==> src/rtl/param_sync_ram.sv <==
// param_sync_ram: single-port synchronous RAM whose init sequencer fills every word with INIT_VAL after reset
module param_sync_ram #(
  parameter int                DATA_W   = 8,
  parameter int                ADDR_W   = 3,
  parameter int                RD_MODE  = 0,
  parameter logic [DATA_W-1:0] INIT_VAL = '0
) (
  input  logic              clk,
  input  logic              rst_n,
  input  logic              req,
  input  logic              we,
  input  logic [ADDR_W-1:0] addr,
  input  logic [DATA_W-1:0] data_in,
  output logic [DATA_W-1:0] out,
  output logic              out_valid,
  output logic              busy
);
  typedef enum logic {INIT, READY} state_t;
  state_t            r_state;
  logic [ADDR_W-1:0] r_init_cnt;
  logic [DATA_W-1:0] r_mem [2**ADDR_W];
  logic              w_acc;
  logic              w_mem_we;
  logic [ADDR_W-1:0] w_mem_addr;
  logic [DATA_W-1:0] w_mem_din;
  assign w_acc      = r_state == READY && req;
  assign w_mem_we   = r_state == INIT || (w_acc && we);
  assign w_mem_addr = r_state == INIT ? r_init_cnt : addr;
  assign w_mem_din  = r_state == INIT ? INIT_VAL : data_in;
  always_ff @(posedge clk)
    if (w_mem_we) r_mem[w_mem_addr] <= w_mem_din;
  always_ff @(posedge clk or negedge rst_n)
    if (!rst_n) begin
      r_state    <= INIT;
      r_init_cnt <= '0;
      out        <= '0;
      out_valid  <= 1'b0;
      busy       <= 1'b1;
    end else if (r_state == INIT) begin
      out_valid <= 1'b0;
      if (r_init_cnt == '1) begin
        r_state <= READY;
        busy    <= 1'b0;
      end else
        r_init_cnt <= r_init_cnt + 1'b1;
    end else begin
      out_valid <= req;
      if (req) out <= (we && RD_MODE == 1) ? data_in : r_mem[addr];
    end
endmodule
==> config.mk <==
export PLATFORM = sky130hd
export DESIGN_NAME = param_sync_ram
export DESIGN_NICKNAME = d
export VERILOG_FILES = /design/src/rtl/param_sync_ram.sv
export SDC_FILE = /design/constraint.sdc
export NUM_CORES = 1
export LEC_CHECK = 0
export BUFFER_PORTS_ARGS = -buffer_cell sky130_fd_sc_hd__buf_4
export CORE_ASPECT_RATIO = 2
export CORE_MARGIN = 2
export CORE_UTILIZATION = 60
export CTS_BUF_LIST = sky130_fd_sc_hd__clkbuf_8
export DETAILED_ROUTE_END_ITERATION = 7
export HOLD_SLACK_MARGIN = 0.02
export PLACE_DENSITY = 0.78
export SYNTH_ARGS = -nofsm -noshare
export SYNTH_HDL_FRONTEND = slang
export SYNTH_SLANG_ARGS = --single-unit
==> constraint.sdc <==
create_clock -name clk -period 2.2 [get_ports clk]
set_input_delay 0.22 -clock clk [delete_from_list [all_inputs] [get_ports clk]]
set_output_delay 0.22 -clock clk [all_outputs]
set_load 0.02 [all_outputs]
# Word level (Yosys, flattened, before mapping)
# Memories as Yosys holds them, arrays and structs flattened. A register that Yosys moved wholly into a read port is not among the register bits.
# Cells that the tools add are included.
# totals
register_bits	6
ram_bits	64
in_bits	15
output_inout_bits	10
elab_cells	23
memories	1
# memory_table
name	words	width	read_ports	rd_ports_with_merged_regs	write_ports	line_no	text
r_mem	8	8	1	1	1	21	logic [DATA_W-1:0] r_mem [2**ADDR_W];
# classes
n_addsub	1
n_eq_ne	1
n_mux	7
bitwise	2
n_reduce_logical	7
# op_table
operator	count
two-way mux 8 bit	1
AND reduction 2 bit	3
two-way mux 1 bit	5
adder 3 x 1 -> 3 bit, second input constant	1
== test 3 bit, second input constant	1
two-way mux 3 bit	1
logical AND 1 bit	2
inverter 1 bit	2
zero test 1 bit	1
logical OR 1 bit	1

# Depth between registers and ports, before layout
# Gate-level depths: netlist of the first run.
# logic_depth
ltp_word	5
mapped_depth	5
ltp_nobuf	5

# Worst setup path after synthesis of the first run
# OpenSTA, ideal clock, no wires.
# synth_timing
path_type	input-to-reg
from	input port addr[0]
to	memory r_mem[0][0], enable pin
setup_ns	0.370
arrival_ns	1.222
setup_slack_ns	0.608
path_stages	5
cell_sequence	buf_6 > buf_6 > nand3b_1 > a21o_1 > nor2_1
# synth_via
elab_chain_len	1
# synth_lines
element	line_no	text
start, declared	12	input logic [ADDR_W-1:0] addr,
two-way mux 3 bit	28	assign w_mem_addr = r_state == INIT ? r_init_cnt : addr;
end, declared	21	
# No other way between the ends.

# Final worst setup path of the first run
# layout_timing
from	register r_state
to	memory r_mem[3][3], enable pin
# layout_via
elab_chain_len	5
elab_cells_between_ends	7
cone_classes	mux (3); bitwise (1); reduce/logical (3)
# layout_lines
element	line_no	text
start, declared	19	state_t r_state;
start signal, assigned	34	r_state <= INIT;
start signal, assigned	42	r_state <= READY;
logical AND 1 bit	26	assign w_acc = r_state == READY && req;
logical AND 1 bit	27	assign w_mem_we = r_state == INIT || (w_acc && we);
logical OR 1 bit	27	
two-way mux 1 bit	31	if (w_mem_we) r_mem[w_mem_addr] <= w_mem_din;
two-way mux 1 bit (implied by the code)	31	
# Several ways; a longest one is shown, not always the timed one.

==> results.md, run 1 <==
- Status: finished, final reports clean
- Largest net degree at the start of global routing: 35
- Ys flop type: edfxtp_1
- RSZ-0062 raised after global routing: no
- Fin area: about 3600 sq um
- Critical Path End Type: flip-flop
- Setup Total Neg Slack: 0 ps
- Routed Antenna Nets: 0
- DP Wirelength: around 4100 um
- Vias in the first global route: 1882
- Seq/Total Area, Yosys: a little over 70%
- Worst stage delay on the critical path: 630 ps
- Initial Util: between 60% and 70%
- Post-synth EDFFs: 64
- Min cycle time layout: 1710 ps
- Root Buffer: clkbuf_8
- Final setup fails: 0
- Final Cycle Share: 77.6%
- Clock sinks: 78
- DP Area: about 3400 sq um
- First-pass GRT wire length: around 9400 um
- Layout cells sized above 1: 26.7%
- Worst-Margin Slew: roughly 620 ps
- Core Area: about 5100 sq um
- Synth cell types: 29
- Post-Synthesis Cell Area: 3160 sq um
- Fraction of registers with async set/reset: between 10% and 20%
- Max Freq: between 0.5 and 0.6 GHz
- DIE AREA: ~5900 sq um
- # IOs: 25
- Mapped Avg Cell Area: between 15 and 20 sq um
- H-tree depth: 3
- R2r startpoint: r_state
- Synthesis-to-finish area growth: 13.6%
- Antenna cells: 0
- CP Data Required Time: between 2000 and 2500 ps
- Fill count: approximately 350
- Setup crit end: r_mem[3][3]
- Worst relative slew slack: 58.5%
- Floorplan row count: 37
- Final WL: ~6000 um
- Min-delay worst type: primary input to async pin
- I/O Buffers: 24
- Final Max Slew Viols: 0
- Multi-input logic area: ~800 sq um
- Yosys warning total: 0
- Endpoints failing hold: 0
- Worst setup startpoint: r_state
- Most common cell after layout, fill and taps aside: edfxtp_1
- CTS buffer count: 9
- Vias per inst: about 5.9
- Max clock buf depth: 2
- GP Congestion: 0.824
- Worst-path fanout max: 18
- Worst R2R Setup Slack: 490 ps
- Overall routing resource usage: approximately 22%
- Reg clk slew, reported paths: roughly 70 ps
- Starting DRT DRC Count: 83
- Worst Skew: 6.69 ps
- Max_cap viols: 0
- CTS tree: built
- Reg-to-Reg End: r_mem[3][3]
- Grt total ovfl: 0
- Leakage: 1.34 nW
- Reg2reg path depth: 4
- Pwr Density: roughly 760 nW/um^2
- Die Ht: ~110 um
- CP Class: flip-flop to flip-flop
- Critical Path, Cell by Cell: nor2b_1, a41oi_1, nor2_1, buf_4
- Slowest CP cell: dfrtp_1
- Die Span X: between 50 and 60 um
- Drt pass-1 iters: 4
- Routed len/inst: roughly 20 um
- FF+latch count, synth: about 80
- Crit start category: flip-flop
- Number of remaining DRC errors: 0
- Post-cts resize count: 0
- Most frequent cells in the layout: edfxtp_1 (64), buf_4 (34), mux2_2 (17)
- Synth Instances: a little under 200
- Total placed cells including tap cells: 277
- Vias after detailed routing: ~1700
- Final Net Count: roughly 250
- Critical Path AT: between 1500 and 2000 ps
- Clk Latency, worst-skew pair: approximately 350 ps
- Layout Cells excl Fill: 294
- Initial antenna violation count: 0
- Reg area: between 2000 and 2500 sq um
- Peak VDD IR: about 550 uV
- Synthesized Nets: 211
==> synthesized netlist by cell type, types with 2 or more instances <==
master / instances / area share, %
nor2_1: 11 / 1.3
edfxtp_1: 64 / 61
nand2_1: 11 / 1.3
mux2i_1: 16 / 5.1
and2_1: 8 / 1.6
buf_6: 2 / 0.71
o22ai_1: 8 / 1.6
ha_1: 2 / 0.79
a22oi_1: 2 / 0.48
inv_1: 4 / 0.48
clkbuf_1: 4 / 0.48
o31ai_1: 7 / 1.7
nor2b_1: 3 / 0.59
dfrtp_1: 13 / 10
mux2_2: 17 / 6.1
a2bb2oi_1: 2 / 0.56
a22o_1: 8 / 2.2
==> cells by family (layout without fill, tap and decap cells) <==
kind of cell / Yosys count / in the layout / share of synthesized area [%]
compound gates: 32 / 32 / 7.81
xor+xnor: 1 / 1 / 0.278
fa+ha+maj: 2 / 2 / 0.793
buf+inv: 13 / 55 / 2.70
flops: 78 / 78 / 72.0
mux: 33 / 33 / 11.1
simple gates: 35 / 35 / 5.23
==> critical path: cells and delay by family, from the launching register on <==
| family | cells | cell delay, ps |
|---|---|---|
| DFF | 1 | 630 |
| buffers and inverters | 1 | 180 |
| and+or+nand+nor | 2 | 290 |
| AOI/OAI and AO/OA | 1 | 380 |
==> repair_timing <==
| action | 4_1_cts | 5_1_grt |
|---|---|---|
| hold endpoints to repair | 14 | 0 |
| setup buffers | 0 | 0 |
| hold buffers | 1 | 0 |
==> where the power goes <==
part	switching [mW]	leakage, nW	internal [mW]
clock	0.455	0.0926	0.416
combinational	0.121	0.520	0.0910
sequential	0.0114	0.730	1.62
==> state kept, by name, summed over array words and instances, names as in the netlist <==
| name | count |
|---|---|
| busy | 1 |
| out | 8 |
| out_valid | 1 |
| r_init_cnt | 3 |
| r_mem | 64 |
| r_state | 1 |
==> how the worst min path moves through the flow <==
| stage | start | end | slack, ps | cells after the start |
|---|---|---|---|---|
| 3_3_place_gp | rst_n | r_init_cnt[1] | 80 | 1 |
| 6_report | rst_n | out[3] | 250 | 2 |
| 5_1_grt | rst_n | out[4] | 280 | 2 |
| 4_1_cts | rst_n | out[5] | 230 | 2 |
| 2_1_floorplan | rst_n | out[0] | -80 | 0 |
| 3_5_place_dp | rst_n | r_init_cnt[1] | 90 | 1 |
==> cell type report <==
class | count | share of cell area, %
Sequential cell | 78 | 63.4
Multi-Input combinational cell | 103 | 22.2
Timing Repair Buffer | 35 | 7.40
Clock buffer | 10 | 3.84
Tap cell | 58 | 2.03
Clock inverter | 6 | 0.628
Inverter | 4 | 0.419
==> routing by layer <==
layer	wire (um)	up-vias	global-route usage (%)	part of all wire, %
li1	-	812	-	-
met1	2080	840	23.4	36
met2	3260	71	39.5	56
met3	304	18	5.47	5.2
met4	205	0	13.1	3.5
met5	0	-	0	0
==> through the flow <==
step	setup slack (ps)	util [%]	hold slack (ps)	total power, mW
floorplan	608	-	-75.6	1.79
global placement	535	67.0	78.6	1.87
detailed placement	507	67.0	87.8	1.88
CTS	511	70.4	235	2.75
global route	369	70.4	277	2.81
finish	493	70.4	252	2.72
Note: power is estimated with default switching activity, not from simulation.
==> inputs of run 2 (changes only) <==
--- a/config.mk
+++ b/config.mk
@@ -5,6 +5,7 @@
 export SDC_FILE = /design/constraint.sdc
 export NUM_CORES = 1
 export LEC_CHECK = 0
+export ABC_AREA = 1
 export BUFFER_PORTS_ARGS = -buffer_cell sky130_fd_sc_hd__buf_4
 export CORE_ASPECT_RATIO = 2
 export CORE_MARGIN = 2
@@ -12,7 +13,7 @@
 export CTS_BUF_LIST = sky130_fd_sc_hd__clkbuf_8
 export DETAILED_ROUTE_END_ITERATION = 7
 export HOLD_SLACK_MARGIN = 0.02
-export PLACE_DENSITY = 0.78
+export PLACE_DENSITY = 0.77
 export SYNTH_ARGS = -nofsm -noshare
 export SYNTH_HDL_FRONTEND = slang
 export SYNTH_SLANG_ARGS = --single-unit
==> constraint.sdc (replaced) <==
create_clock -name clk -period 1.6 [get_ports clk]
set_input_delay 0.16 -clock clk [delete_from_list [all_inputs] [get_ports clk]]
set_output_delay 0.16 -clock clk [all_outputs]
set_load 0.02 [all_outputs]
==> run 2 against run 1 <==
Against the previous run:
- die area increased by 8.3%
- combinational power increased by 57%
- cell area increased by 9.3%
- register-to-register slack got worse by 400 ps
- clock power increased by 79%
- total power increased by 52%
- fmax increased by 14%
- synthesized cell count increased by 77%
- count of clock-buffer cells in the layout unchanged
- largest power group unchanged
==> results.md, run 2 <==
- Starting DRT DRC Count: 140 (+69%)
- Max Freq: 0.666 GHz (+14%)
- Max reg flops: 64 (unchanged)
- Vias in the first global route: 2372 (+26%)
- I/O Buffers: 24 (unchanged)
- Antenna cells: 0 (unchanged)
- Most common cell after layout, fill and taps aside: nand2_1
- Initial Util: 61.2% (-0.76 points)
- Post-Synthesis Cell Area: 3430 sq um (+8.8%)
- Seq/Total Area, Yosys: 66.2% (-5.9 points)
- Vias after detailed routing: 2326 (+34%)
- Number of remaining DRC errors: 0 (unchanged)
- Setup Total Neg Slack: 0 ps (unchanged)
- Leakage: 1.85 nW (+38%)
- Synthesized Nets: 360 (+71%)
- Share of the synthesized area in the top cell type: 56.0% (-4.9 points)
- Grt total ovfl: 0 (unchanged)
- Routed len/inst: 15.5 um (-22%)
- Final setup margin: 97.9 ps (-396 ps)
- Final WL: 6910 um (+18%)
- CP Class: flip-flop to flip-flop
- Root Buffer: clkbuf_8
- R2r startpoint: r_state
- CTS tree: built
- CP Data Required Time: 1660 ps (-660 ps)
- Most frequent cell after synthesis: nand2_1
- # IOs: 25 (unchanged)
- Min-delay worst type: primary input to async pin
- Final Net Count: 398 (+60%)
- Area contributors post-synth: edfxtp_1 (56%), nand2_1 (13%), dfrtp_1 (9.5%)
- Final Util: 69.8% (-0.58 points)
- First-pass GRT wire length: 11000 um (+18%)
- DIE AREA: 6380 sq um (+8.3%)
- Initial antenna violation count: 0 (unchanged)
- GP Congestion: 0.892 (+8.2%)
- Worst-path fanout max: 8 (-10)
- # Post-CTS Setup Buffers: 0 (unchanged)
- RSZ-0062 raised after global routing: no
- Worst-Margin Slew: 385 ps (-237 ps)
- Max_cap viols: 0 (unchanged)
- Post-synth EDFFs: 64 (unchanged)
- Status: finished, final reports clean
- Clk Latency, worst-skew pair: 350 ps (about the same)
- Largest net degree at the start of global routing: 33 (-5.7%)
- Yosys warning total: 0 (unchanged)
- Reg clk slew, reported paths: 80 ps (about the same)
- Crit start category: flip-flop
- Fraction of registers with async set/reset: 17.9% (unchanged)
- Critical Path AT: 1560 ps (-270 ps)
- Layout cells sized above 1: 15.5% (-11 points)
- Worst setup startpoint: r_state
- Worst relative slew slack: 74.3% (+16 points)
- Largest Register: r_mem
- Min cycle time layout: 1500 ps (-204 ps)
- Synth cell count leaders: nand2_1 (121), edfxtp_1 (64), inv_1 (62)
- Endpoints failing hold: 0 (unchanged)
- Max clock buf depth: 2 (unchanged)
- H-tree depth: 3 (unchanged)
- Final setup fails: 0 (unchanged)
- Total placed cells including tap cells: 430 (+55%)
- Ys flop type: edfxtp_1
- Pre-CTS setup slack: 60.5 ps (-447 ps)
- Synthesis-to-finish area growth: 14.0%
- Critical Path End Type: flip-flop
- DP Wirelength: 4980 um (+20%)
- Mapped Avg Cell Area: 10.0 sq um (-38%)
- Layout Cells excl Fill: 447 (+52%)
- Worst Skew: 9.99 ps (+3.29 ps)
- Final Max Slew Viols: 0 (unchanged)
- Worst R2R Setup Slack: 100 ps (-400 ps)
- Final Cycle Share: 93.9% (+16 points)
- Overall routing resource usage: 23.8% (+1.5 points)
- Setup crit end: r_mem[1][6]
- Core Area: 5610 sq um (+10%)
- FF+latch count, synth: 78 (unchanged)
- Pwr Density: 1060 nW/um^2 (+39%)
- Synth Instances: 343 (+77%)
- Clock sinks: 78 (unchanged)
- Die Ht: 111 um (+4.2%)
- Reg2reg path depth: 5 (+1)
- Hold WS: 211 ps (-41.9 ps)
- Routed Antenna Nets: 0 (unchanged)
- CTS buffer count: 9 (unchanged)
- Synth cell types: 18 (-38%)
- Die Span X: 57.5 um (+4.0%)
- Reg-to-Reg End: r_mem[1][6]
- Floorplan row count: 39 (+5.4%)
- Top Registers: r_mem x64, out x8, r_init_cnt x3
- Most frequent cells in the layout: nand2_1 (121), edfxtp_1 (64), inv_1 (63)
- Drt pass-1 iters: 4 (unchanged)
- Yosys top cell by area: edfxtp_1
- Vias per inst: 5.20 (-12%)
- Peak VDD IR: 1080 uV (+96%)
[run 2: worst max-delay path, stage by stage, from the launching register on]
cell and delay (ps):
dfrtp_1 450, buf_4 190, nand2_1 90, nand2_1 130, nor2_1 180, buf_4 180
[run 2: cell families (layout without fill, tap and decap cells)]
kind of cell	Yosys count	after routing	synth area share, %
AND/OR/NAND/NOR	179	179	21.4
buffers and inverters	79	122	10.8
flip-flops	78	78	66.2
AO/OA/AOI/OAI	4	4	0.656
adder cells (fa/ha/maj)	2	2	0.728
XOR/XNOR	1	1	0.255
[run 2: what timing repair did]
action                                  in CTS  in global routing
gates resized for setup                      0                  3
hold endpoints to repair                    14                  0
endpoints found under the setup margin       0                 54
hold buffers                                 1                  0
[run 2: how the worst min path moves through the flow]
stage,startpoint,endpoint
floorplan,rst_n,out[0]
global placement,rst_n,out[5]
detailed placement,rst_n,out[4]
CTS,rst_n,out[4]
global route,rst_n,out[4]
finish,rst_n,out[4]
[run 2: cell type report]
cell class                 instances  area, sq um
sequential                        78         2270
clock buffer                      10          138
tap                               61         76.3
timing repair buffer              40          303
multi-input combinational        186          793
fill                             412         1700
clock inverter                     6         77.6
inverter                          66          255
[run 2: routing by layer]
layer	track usage [%]	wire [um]	share of wire (%)
met5	0	0	0
met4	14.1	282	4.1
met3	3.97	222	3.2
met2	38.9	3690	53
met1	28.5	2720	39
[run 2: power breakdown]
part / internal (mW) / switching [mW]
clock network: 0.904 / 0.659
logic: 0.116 / 0.216
registers: 2.23 / 0.0143
[run 2: through the flow]
| stage | cell area, sq um | power, mW |
|---|---|---|
| floorplan | 3430 | 2.50 |
| global placement | 3690 | 2.61 |
| detailed placement | 3690 | 2.62 |
| CTS | 3910 | 4.16 |
| global route | 3920 | 4.28 |
| finish | 3920 | 4.14 |
==> inputs of run 3 (changes only) <==
--- a/config.mk
+++ b/config.mk
@@ -14,6 +14,7 @@
 export DETAILED_ROUTE_END_ITERATION = 7
 export HOLD_SLACK_MARGIN = 0.02
 export PLACE_DENSITY = 0.77
+export RECOVER_POWER = 50
 export SYNTH_ARGS = -nofsm -noshare
 export SYNTH_HDL_FRONTEND = slang
 export SYNTH_SLANG_ARGS = --single-unit
==> run 3 against run 2 <==
Against the previous run:
- critical path depth stayed put
- total power is 0.60% lower
- die area stayed put
- global-route usage stayed put
- via count is 0.34% higher
- setup slack better by 0.60 ps
- non-clock buffer count stayed put
- largest cell class unchanged
- largest power group unchanged
==> results.md, run 3 (synthesis results as in run 2) <==
- Starting DRT DRC Count: 140 (unchanged)
- Synthesis-to-finish area growth: 12.7%
- Max Freq: 0.666 GHz (about the same)
- Grt total ovfl: 0 (unchanged)
- Final Net Count: 398 (unchanged)
- Largest net degree at the start of global routing: 33 (unchanged)
- Worst relative slew slack: 43.8% (-31 points)
- Vias per inst: 5.22 (+0.34%)
- Crit start category: flip-flop
- Final WL: 6930 um (+0.17%)
- Critical Path End Type: flip-flop
- Reg area: 2270 sq um (unchanged)
- Min-delay worst type: primary input to flip-flop
- CTS buffer count: 9 (unchanged)
- Vias in the first global route: 2372 (unchanged)
- Drt pass-1 iters: 6 (+2)
- Routed len/inst: 15.5 um (+0.17%)
- Worst Skew: 8.01 ps (-1.97 ps)
- Peak VDD IR: 1080 uV (about the same)
- Fin area: 3870 sq um (-1.2%)
- DP Wirelength: 4980 um (unchanged)
- CTS tree: built
- I/O Buffers: 24 (unchanged)
- CP Data Required Time: 1660 ps (about the same)
- Final Util: 69.0% (-0.80 points)
- Endpoints failing hold: 0 (unchanged)
- Die Span X: 57.5 um (unchanged)
- Worst-Margin Slew: 844 ps (+459 ps)
- Critical path buffers and inverters: 2 (unchanged)
- Most frequent cells in the layout: nand2_1 (121), edfxtp_1 (64), inv_1 (63)
- Clock sinks: 78 (unchanged)
- Layout cells sized above 1: 12.4% (-3.1 points)
- Final Max Slew Viols: 0 (unchanged)
- Largest Register: r_mem
- Most common cell after layout, fill and taps aside: nand2_1
- Routed Antenna Nets: 0 (unchanged)
- Antenna cells: 0 (unchanged)
- Initial Util: 61.2% (unchanged)
- First-pass GRT wire length: 11000 um (unchanged)
- Root Buffer: clkbuf_8
- Min cycle time layout: 1500 ps (-0.601 ps)
- Worst-path fanout max: 8 (unchanged)
- Pwr Density: 1060 nW/um^2 (+0.56%)
- Final setup fails: 0 (unchanged)
- CP Class: flip-flop to flip-flop
- Max clock buf depth: 2 (unchanged)
- Critical Path, Cell by Cell: buf_4, nand2_1, nand2_1, nor2_1, buf_4
- Setup Total Neg Slack: 0 ps (unchanged)
- Die Ht: 111 um (unchanged)
- Tot Pwr: 4.12 mW (-0.60%)
- Fill count: 433 (+5.1%)
- Leakage: 1.81 nW (-2.4%)
- Multi-input logic area: 793 sq um (unchanged)
- Cell family with most CP delay: flip-flops
- Core Area: 5610 sq um (unchanged)
- Reg clk slew, reported paths: 70 ps (about the same)
- H-tree depth: 3 (unchanged)
- Worst stage delay on the critical path: 450 ps (about the same)
- DP Area: 3690 sq um (unchanged)
- Final Cycle Share: 93.8% (about the same)
- Status: finished, final reports clean
- # IOs: 25 (unchanged)
- Critical Path AT: 1560 ps (about the same)
- Vias after detailed routing: 2334 (+0.34%)
- Initial antenna violation count: 0 (unchanged)
- Max_cap viols: 0 (unchanged)
- Total placed cells including tap cells: 430 (unchanged)
- Top Registers: r_mem x64, out x8, r_init_cnt x3
- Pre-CTS setup slack: 60.5 ps (unchanged)
- Floorplan row count: 39 (unchanged)
- Clk Latency, worst-skew pair: 350 ps (about the same)
- RSZ-0062 raised after global routing: no
- Number of remaining DRC errors: 0 (unchanged)
- DIE AREA: 6380 sq um (unchanged)
- Hold WS: 215 ps (+4.78 ps)
- Overall routing resource usage: 23.8% (unchanged)
- Slowest CP cell: dfrtp_1
- Layout Cells excl Fill: 447 (unchanged)
- Final setup margin: 98.5 ps (+0.602 ps)
- Max reg flops: 64 (unchanged)
- GP Congestion: 0.892 (unchanged)
run 3: cell types whose count changed in the layout (fill, tap and decap cells not counted), sizes merged:
| cell | previous run | this run |
|---|---|---|
| clkbuf | 10 | 22 |
| buf | 39 | 27 |
run 3: worst min-delay path, stage by stage:
cell	delay [ps]
buf_4	90
nand2_2	140
nand2_1	100
nand2_1	40
run 3: per-layer routing:
layer  vias up  share of wire [%]  GRT usage, %
li1       1153                  -             -
met1      1099                 39          28.5
met2        65                 53          38.9
met3        17                4.0          3.97
met4         0                3.5          14.1
met5         -                  0             0
run 3: cell type report:
cell class | instances | share of cell area [%]
clock inverter | 6 | 2.00
timing repair buffer | 40 | 6.66
sequential | 78 | 58.7
multi-input combinational | 186 | 20.5
clock buffer | 10 | 3.56
tap | 61 | 1.97
inverter | 66 | 6.59
run 3: repair_timing:
| item | 4_1_cts | 5_1_grt |
|---|---|---|
| gates resized for setup | 0 | 3 |
| buffers inserted | 0 | 0 |
| endpoints found under the setup margin | 0 | 54 |
| hold buffers | 1 | 0 |
| hold endpoints to repair | 14 | 0 |
run 3: power breakdown:
group,switching (mW),total [mW],leakage [nW],internal [mW]
registers,0.0138,2.25,0.732,2.23
logic,0.217,0.311,0.962,0.0937
clock network,0.656,1.56,0.115,0.904
total,0.887,4.12,1.81,3.23
run 3: worst paths after layout:
path                            startpoint       endpoint  slack, ps  depth (start not counted)
worst max-delay path               r_state    r_mem[1][6]        100                          5
worst min-delay path                   req         out[4]        220                          4
worst max register to register     r_state    r_mem[1][6]        100                          5
min in group asynchronous            rst_n         out[0]        440                          2
max in group asynchronous            rst_n  r_init_cnt[2]        640                          2
worst min register to register      out[7]         out[7]        480                          2
